===== src/rtl/reg_file_swc.sv =====
// reg_file_swc
//   Register file with two combinational read ports, one synchronous write
//   port, a single-cycle swap of two entries, and a CLEAR sweep that zeroes
//   one entry per clock while busy is high.
//
// Parameters
//   DW        data width in bits
//   PW        address width; depth = 2**PW entries
//   ZERO_REG  1: entry 0 is hard-wired to zero
//
// Ports
//   clk        in   clock, state updates on posedge
//   rst_n      in   asynchronous active-low reset (clears all entries)
//   wr_en      in   write enable
//   wr_addr    in   [PW-1:0] write address
//   dat_in     in   [DW-1:0] write data
//   swap_en    in   exchange core[rd_addrA] and core[rd_addrB]
//   clr_req    in   start CLEAR sweep
//   rd_addrA   in   [PW-1:0] read port A address / swap operand A
//   rd_addrB   in   [PW-1:0] read port B address / swap operand B
//   datA_out   out  [DW-1:0] read data A (combinational)
//   datB_out   out  [DW-1:0] read data B (combinational)
//   busy       out  high while the CLEAR sweep runs
//
// Build option
//   REG_FILE_BYPASS_EN  forwards dat_in to a read port addressing the entry
//                       being written in the same cycle.
module reg_file_swc #(
  parameter int DW       = 8,
  parameter int PW       = 4,
  parameter int ZERO_REG = 0
) (
  input  logic          clk,
  input  logic          rst_n,
  input  logic          wr_en,
  input  logic [PW-1:0] wr_addr,
  input  logic [DW-1:0] dat_in,
  input  logic          swap_en,
  input  logic          clr_req,
  input  logic [PW-1:0] rd_addrA,
  input  logic [PW-1:0] rd_addrB,
  output logic [DW-1:0] datA_out,
  output logic [DW-1:0] datB_out,
  output logic          busy
);

  localparam int DEPTH = 1 << PW;

  typedef enum logic {IDLE, CLEAR} state_t;

  state_t        state;
  logic [PW-1:0] clr_cnt;
  logic [DW-1:0] core     [DEPTH];
  logic [DW-1:0] core_nxt [DEPTH];

  // Next contents of every entry. Swap reads only pre-edge values, and the
  // write is applied afterwards so it wins on an overlapping address.
  always_comb begin
    for (int i = 0; i < DEPTH; i++) begin
      core_nxt[i] = core[i];
      if (state == CLEAR) begin
        if (clr_cnt == PW'(i)) core_nxt[i] = '0;
      end else if (!clr_req) begin
        if (swap_en && (rd_addrA != rd_addrB)) begin
          if (rd_addrA == PW'(i))      core_nxt[i] = core[rd_addrB];
          else if (rd_addrB == PW'(i)) core_nxt[i] = core[rd_addrA];
        end
        if (wr_en && (wr_addr == PW'(i))) core_nxt[i] = dat_in;
      end
      if ((ZERO_REG != 0) && (i == 0)) core_nxt[i] = '0;
    end
  end

  always_ff @(posedge clk or negedge rst_n) begin
    if (!rst_n) begin
      for (int i = 0; i < DEPTH; i++) core[i] <= '0;
      state   <= IDLE;
      clr_cnt <= '0;
      busy    <= 1'b0;
    end else begin
      for (int i = 0; i < DEPTH; i++) core[i] <= core_nxt[i];
      case (state)
        IDLE: begin
          if (clr_req) begin
            state   <= CLEAR;
            clr_cnt <= '0;
            busy    <= 1'b1;
          end
        end
        CLEAR: begin
          // Counter wraps to 0 as the last entry is cleared.
          clr_cnt <= clr_cnt + PW'(1);
          if (clr_cnt == PW'(DEPTH - 1)) begin
            state <= IDLE;
            busy  <= 1'b0;
          end
        end
        default: begin
          state <= IDLE;
          busy  <= 1'b0;
        end
      endcase
    end
  end

`ifdef REG_FILE_BYPASS_EN
  // Forward only when the write will actually land at the next edge.
  logic fwd;
  assign fwd = wr_en && (state == IDLE) && !clr_req &&
               !((ZERO_REG != 0) && (wr_addr == '0));
  assign datA_out = (fwd && (rd_addrA == wr_addr)) ? dat_in : core[rd_addrA];
  assign datB_out = (fwd && (rd_addrB == wr_addr)) ? dat_in : core[rd_addrB];
`else
  assign datA_out = core[rd_addrA];
  assign datB_out = core[rd_addrB];
`endif

endmodule


===== config.mk =====
export PLATFORM = sky130hd
export DESIGN_NAME = reg_file_swc
export DESIGN_NICKNAME = d
export VERILOG_FILES = /design/src/rtl/reg_file_swc.sv
export SDC_FILE = /design/constraint.sdc
export NUM_CORES = 1
export LEC_CHECK = 0
export BUFFER_PORTS_ARGS = -buffer_cell sky130_fd_sc_hd__buf_2
export CORE_ASPECT_RATIO = 2
export CORE_MARGIN = 10
export CORE_UTILIZATION = 50
export DETAILED_ROUTE_END_ITERATION = 8
export PLACE_DENSITY_LB_ADDON = 0.2
export SLEW_MARGIN = 10
export SYNTH_ARGS = -nofsm -noshare
export SYNTH_HDL_FRONTEND = slang
export SYNTH_SLANG_ARGS = --single-unit

===== constraint.sdc =====
create_clock -name clk -period 5.8 [get_ports clk]
set_clock_uncertainty 0.2 [all_clocks]
set_input_delay 0 -clock clk [delete_from_list [all_inputs] [get_ports clk]]
set_output_delay 0 -clock clk [all_outputs]
set_load 0.01 [all_outputs]

==> results of run 1 <==
-- registers in the layout, indices dropped and copies added (netlist names) --
| register | flops |
|---|---|
| core | 128 |
| clr_cnt | 4 |
| state | 1 |
| busy | 1 |
-- cell families after synthesis --
kind of cell	after synthesis
compound gates	509
flops	134
buf+inv	151
xor+xnor	6
simple gates	586
fa+ha+maj	4
mux	128
-- worst max-delay path: stages --
cell,delay [ps]
dlygate4sd3_1,530
buf_2,410
buf_4,580
inv_1,490
a21oi_1,1050
nand3_1,190
and4_1,250
o2bb2ai_1,140
-- path summary, 6_finish.rpt --
check / start / endpoint / cells after the start
worst max-delay path: rd_addrA[2] / core[15]$_DFFE_PN0P_ / 8
worst min-delay path: swap_en / core[7]$_DFFE_PN0P_ / 4
worst max register to register: state$_DFF_PN0_ / core[71]$_DFFE_PN0P_ / 6
worst min register to register: core[29]$_DFFE_PN0P_ / core[29]$_DFFE_PN0P_ / 1
max in group asynchronous: rst_n / core[81]$_DFFE_PN0P_ / 4
min in group asynchronous: rst_n / core[110]$_DFFE_PN0P_ / 3
-- power by group --
part	internal [uW]	leakage [uW]	switching, uW
registers	1080	0.00185	183
logic	526	0.00269	1100
clock network	630	0.000265	481
-- Yosys cell counts (11+ instances only) --
| cell type | number |
|---|---|
| a211o_1 | 12 |
| nand2b_1 | 15 |
| nor3_1 | 11 |
| mux2i_1 | 66 |
| dfrtp_1 | 134 |
| and4_1 | 115 |
| buf_2 | 45 |
| mux4_2 | 24 |
| o21ai_0 | 124 |
| clkbuf_1 | 51 |
| mux2_2 | 22 |
| o2bb2ai_1 | 114 |
| a32oi_1 | 106 |
| buf_6 | 21 |
| a21oi_1 | 20 |
| o311ai_0 | 15 |
| buf_4 | 16 |
| nand3_1 | 151 |
| a22oi_2 | 25 |
| nand2_1 | 172 |
| nor2_1 | 71 |
| mux2_1 | 13 |
-- metal layers --
metal / routed length [um] / up-vias / share of wire (%) / global-route usage [%]
li1: - / 6000 / - / -
met1: 23100 / 7351 / 32 / 47.7
met2: 32600 / 1486 / 45 / 64.7
met3: 8600 / 498 / 12 / 10.7
met4: 7650 / 2 / 11 / 34.3
met5: 19 / - / 0.026 / 0
-- timing repair --
item	4_1_cts	5_1_grt
endpoints found under the setup margin	0	0
hold buffers	18	0
hold endpoints to repair	201	0
resized for setup	0	0
-- stage by stage --
stage	setup slack, ps	total power, uW	hold WS (ps)
3_5_place_dp	2530	2790	-103
5_1_grt	2310	4080	101
2_1_floorplan	3680	2260	-496
3_3_place_gp	2580	2780	-96.5
4_1_cts	2580	3890	58.8
6_report	2290	4010	128
-- layout make-up --
class / count / area share, %
multi-input combinational: 1233 / 64.7
sequential: 134 / 23.8
timing repair buffer: 88 / 4.34
clock buffer: 23 / 3.18
tap: 344 / 3.05
clock inverter: 9 / 0.736
inverter: 7 / 0.186
antenna: 2 / 0.0355
==> out/qor.txt, run 1 <==
DRC Markers - 0
Reg clk slew, reported paths - 70 ps
max_cap viols - 0
unrepaired setup endpoints after global routing - false
Synth Cell Area - 0.0133 mm^2
status - complete, no violations
CTS root buf - clkbuf_16
clk_lat worst skew - 470 ps
Core Area - 0.0263 mm^2
total number of vias - 15300
most common cell after layout, fill and taps aside - nand2_1
Mean Syn Cell Area - 8.77 um^2
ranking of synthesized cells by area - dfrtp_1, and4_1, o2bb2ai_1, a32oi_1, nand3_1
Final Wtd Congestion - 1.13
setup TNS - 0 ps
initial antenna violation count - 2
# nets final - 1510
filler instances - 2492
Post-Place Cells - 1788
Cell Area, Placed - 0.0133 mm^2
VDD IR max - 0.228 mV
Sequential Area - 0.00335 mm^2
Final Setup Violations - 0
crit path kind - in -> reg
Synth Area in Simple Gates - 23.9%
Synth-to-Final Area Change - 5.90%
number of flops mapped to enable cells by yosys - 0
final worst-path cycle share - 60.6%
Num CTS Buffers - 17
post-CTS setup buffers - 0
first drt pass iteration count - 6
portion of netlist area occupied by mux cells - 12.3%
min-delay worst type - in -> reg
HPWL after DPL - 45400 um
CTS tree - done
Ports - 42
Max Slew Vio Count - 0
Tmin final - 3510 ps
footprint of the multi-input gates - 0.00913 mm^2
Power Density - 284 mW/mm^2
vias in the first global route - 14800
Num Clock Sinks - 134
Via density - 8.34
Seq/Total Area, Yosys - 25.2%
Layout Cells excl Fill - 1840
Crit path required time - 5990 ps
worst reg2reg setup slack - 2430 ps
largest area contributor in the netlist - dfrtp_1
GRT Residual Overflow - 0
Synth Net Count - 1547
Main synth FF type - dfrtp_1
pin count of the biggest net entering global routing - 70
Post-Route WL - 72000 um
# H-tree levels - 4
Critical Path Start Type - input pin
Post-Synth XOR/XNOR Area - 0.395%
proportion of layout cells with a drive suffix above 1 - 14.7%
asr flop ratio synth - 100%
Post-Synth Adder-Cell Area - 0.376%
Synth Area in Compound Gates - 31.1%
DR WL/cell - 39.1 um
utilization after layout - 53.7%
Slew @ Worst Pin - 1440 ps
Yosys top cell area share - 25.2%
Unique masters post-synth - 73
CTS max path bufs - 2
std cell rows - 84
largest family of logic cells by synthesized area - compound AO/OA/AOI/OAI gates
Initial Util - 50.7%
cells after synthesis - 1518
Leakage Power - 0.00480 uW
slew margin rel. - 3.38%
first-pass GRT wire length - 105000 um
final hold violation count - 0
Synthesis Warnings - 0
FF+latch count, synth - 134
crit-path max FO - 48
DIE HEIGHT - 251 um
most frequent cells in the layout - nand2_1, nand3_1, dfrtp_1, o21ai_0, and4_1
fin area - 0.0141 mm^2
port bufs - 41
Fmax - 0.285 GHz
ANT nets after route - 0
full die area - 0.0340 mm^2
chip width - 135 um
element type at the critical path end - flop
WP data arrival - 3700 ps
DRT iter0 DRCs - 2662
Total GRT Usage - 41.9%
(Power assumes the default switching activity.)
==> inputs of run 2 (changes only) <==
- clock period: 5.8 -> 3.05 ns (I/O delays scaled with it)
==> run 2 against run 1 <==
Critical path depth down 3. Final area up 5.9%. Combinational power rose by 100%. Critical path type is now reg -> reg.
==> out/qor.txt, run 2 (synthesis gave the netlist of run 1 again) <==
unrepaired setup endpoints after global routing - false
# nets final - 1619
Post-Route WL - 71900 um
CTS tree - done
Via density - 8.02
worst reg2reg setup slack - 260 ps
final hold violation count - 0
CTS max path bufs - 2
hold path startpoint - swap_en
Tmin final - 2790 ps
WP data arrival - 2930 ps
element type at the critical path end - flop
Fmax - 0.358 GHz
GRT Residual Overflow - 0
Num Clock Sinks - 134
Layout Cells excl Fill - 1947
DIE HEIGHT - 251 um
Leakage Power - 0.00536 uW
port bufs - 41
Slowest-stage cell, CP - o41a_1
proportion of layout cells with a drive suffix above 1 - 20.5%
Max Slew Vio Count - 0
VDD IR max - 0.544 mV
final worst-path cycle share - 91.6%
crit-path max FO - 10
HPWL after DPL - 49100 um
register name with the most flops - core
Synth-to-Final Area Change - 12.2%
crit path kind - reg -> reg
max reg flops - 128
Power Density - 515 mW/mm^2
chip width - 135 um
Num CTS Buffers - 17
clk_lat worst skew - 460 ps
Worst R2R Start - state$_DFF_PN0_
first drt pass iteration count - 9
setup TNS - 0 ps
ANT nets after route - 0
Slew @ Worst Pin - 1150 ps
slew margin rel. - 23.3%
most common cell after layout, fill and taps aside - nand2_1
R2R depth - 5
Hold Path Depth - 5
full die area - 0.0340 mm^2
Worst R2R End - core[95]$_DFFE_PN0P_
Reg clk slew, reported paths - 70 ps
std cell rows - 84
Ports - 42
min-delay worst type - in -> reg
Final Wtd Congestion - 1.07
pin count of the biggest net entering global routing - 60
P_int - 4310 uW
CTS root buf - clkbuf_16
Min-Delay Endpoint - core[5]$_DFFE_PN0P_
DR WL/cell - 36.9 um
Initial Util - 50.7%
family with the most delay on the worst path - compound AO/OA/AOI/OAI gates
crit-path cells - nor3b_1, o41a_1, o2bb2ai_2, a21oi_2, a211o_1
Worst Path Buf+Inv - 0
Regs by FF count - core (128), clr_cnt (4)
Critical Path Start Type - flop
# H-tree levels - 4
max incr delay on CP - 600 ps
power share of the combinational group - 42.4%
Total GRT Usage - 41.1%
Final Setup Violations - 0
Post-Place Cells - 1899
DRT iter0 DRCs - 2482
P_sw - 3380 uW
Reg power frac - 30.7%
status - complete, no violations
post-CTS setup buffers - 0
max_cap viols - 0
first-pass GRT wire length - 103000 um
total number of vias - 15600
most frequent cells in the layout - nand2_1, nand3_1, buf_4, dfrtp_1, o21ai_0
Core Area - 0.0263 mm^2
vias in the first global route - 15000
DRC Markers - 0
Net Sw Frac - 44.0%
clock network fraction of total power - 26.8%
initial antenna violation count - 0
Crit path required time - 3190 ps
run 2: cell count changes in the layout (fill, tap and decap cells not counted), moves of 2 or more:
| cell | previous run | this run |
|---|---|---|
| dlygate4sd3_1 | 18 | 15 |
| nor3_1 | 6 | 11 |
| buf_4 | 30 | 137 |
| nor3_2 | 6 | 2 |
| nor2_1 | 68 | 71 |
| clkbuf_1 | 6 | 1 |
| nor2_2 | 4 | 1 |
| buf_12 | 0 | 4 |
| inv_6 | 0 | 2 |
run 2: power groups by stage:
stage               logic, uW  registers (uW)  clock network, uW
detailed placement       3080            2380                  0
CTS                      3110            2350               2060
global placement         3060            2370                  0
finish                   3270            2360               2070
floorplan                2050            2240                  0
global route             3350            2390               2120
run 2: worst max path at each step:
stage | startpoint | to | slack (ps) | cells after the start
after CTS | state$_DFF_PN0_ | core[95]$_DFFE_PN0P_ | 360 | 5
after detailed placement | rd_addrB[1] | core[95]$_DFFE_PN0P_ | 360 | 6
final | state$_DFF_PN0_ | core[95]$_DFFE_PN0P_ | 260 | 5
after floorplan | clr_cnt[3]$_DFFE_PN0P_ | core[102]$_DFFE_PN0P_ | 930 | 4
after global placement | rd_addrB[1] | core[95]$_DFFE_PN0P_ | 380 | 6
after global routing | state$_DFF_PN0_ | core[95]$_DFFE_PN0P_ | 130 | 5
run 2: per-layer routing:
metal	global-route usage, %	routed length (um)
met5	0	0
met3	8.95	7600
met2	66.0	33000
met1	45.6	23800
met4	33.6	7480
run 2: per-stage QoR:
step | area [um^2] | utilization, % | hold slack (ps) | power [uW] | worst slack [ps]
after floorplan | 13300 | - | -496 | 4300 | 934
after global placement | 14200 | 54.1 | -161 | 5430 | 381
after detailed placement | 14200 | 54.1 | -159 | 5460 | 355
after CTS | 14900 | 56.8 | 2.11 | 7510 | 359
after global routing | 14900 | 56.8 | 17.9 | 7860 | 134
final | 14900 | 56.9 | 23.2 | 7700 | 256
run 2: timing repair:
action	in CTS	in global routing
resized for setup	0	0
endpoints found under the hold margin	260	0
hold buffers	16	0
run 2: worst min-delay path, cell delays in order:
cell and delay [ps]:
buf_2 100, a311oi_2 80, buf_4 210, o21ai_0 170, nand3_1 70
run 2: area by class of cell:
type | count | area (um^2)
clock inverters | 12 | 105
fillers | 2455 | 11300
flip-flops and latches | 134 | 3350
diodes | 1 | 2.50
inverters | 7 | 26.3
well taps | 344 | 430
repair buffers | 197 | 1490
clock buffers | 19 | 443
multi-input cells | 1233 | 9090
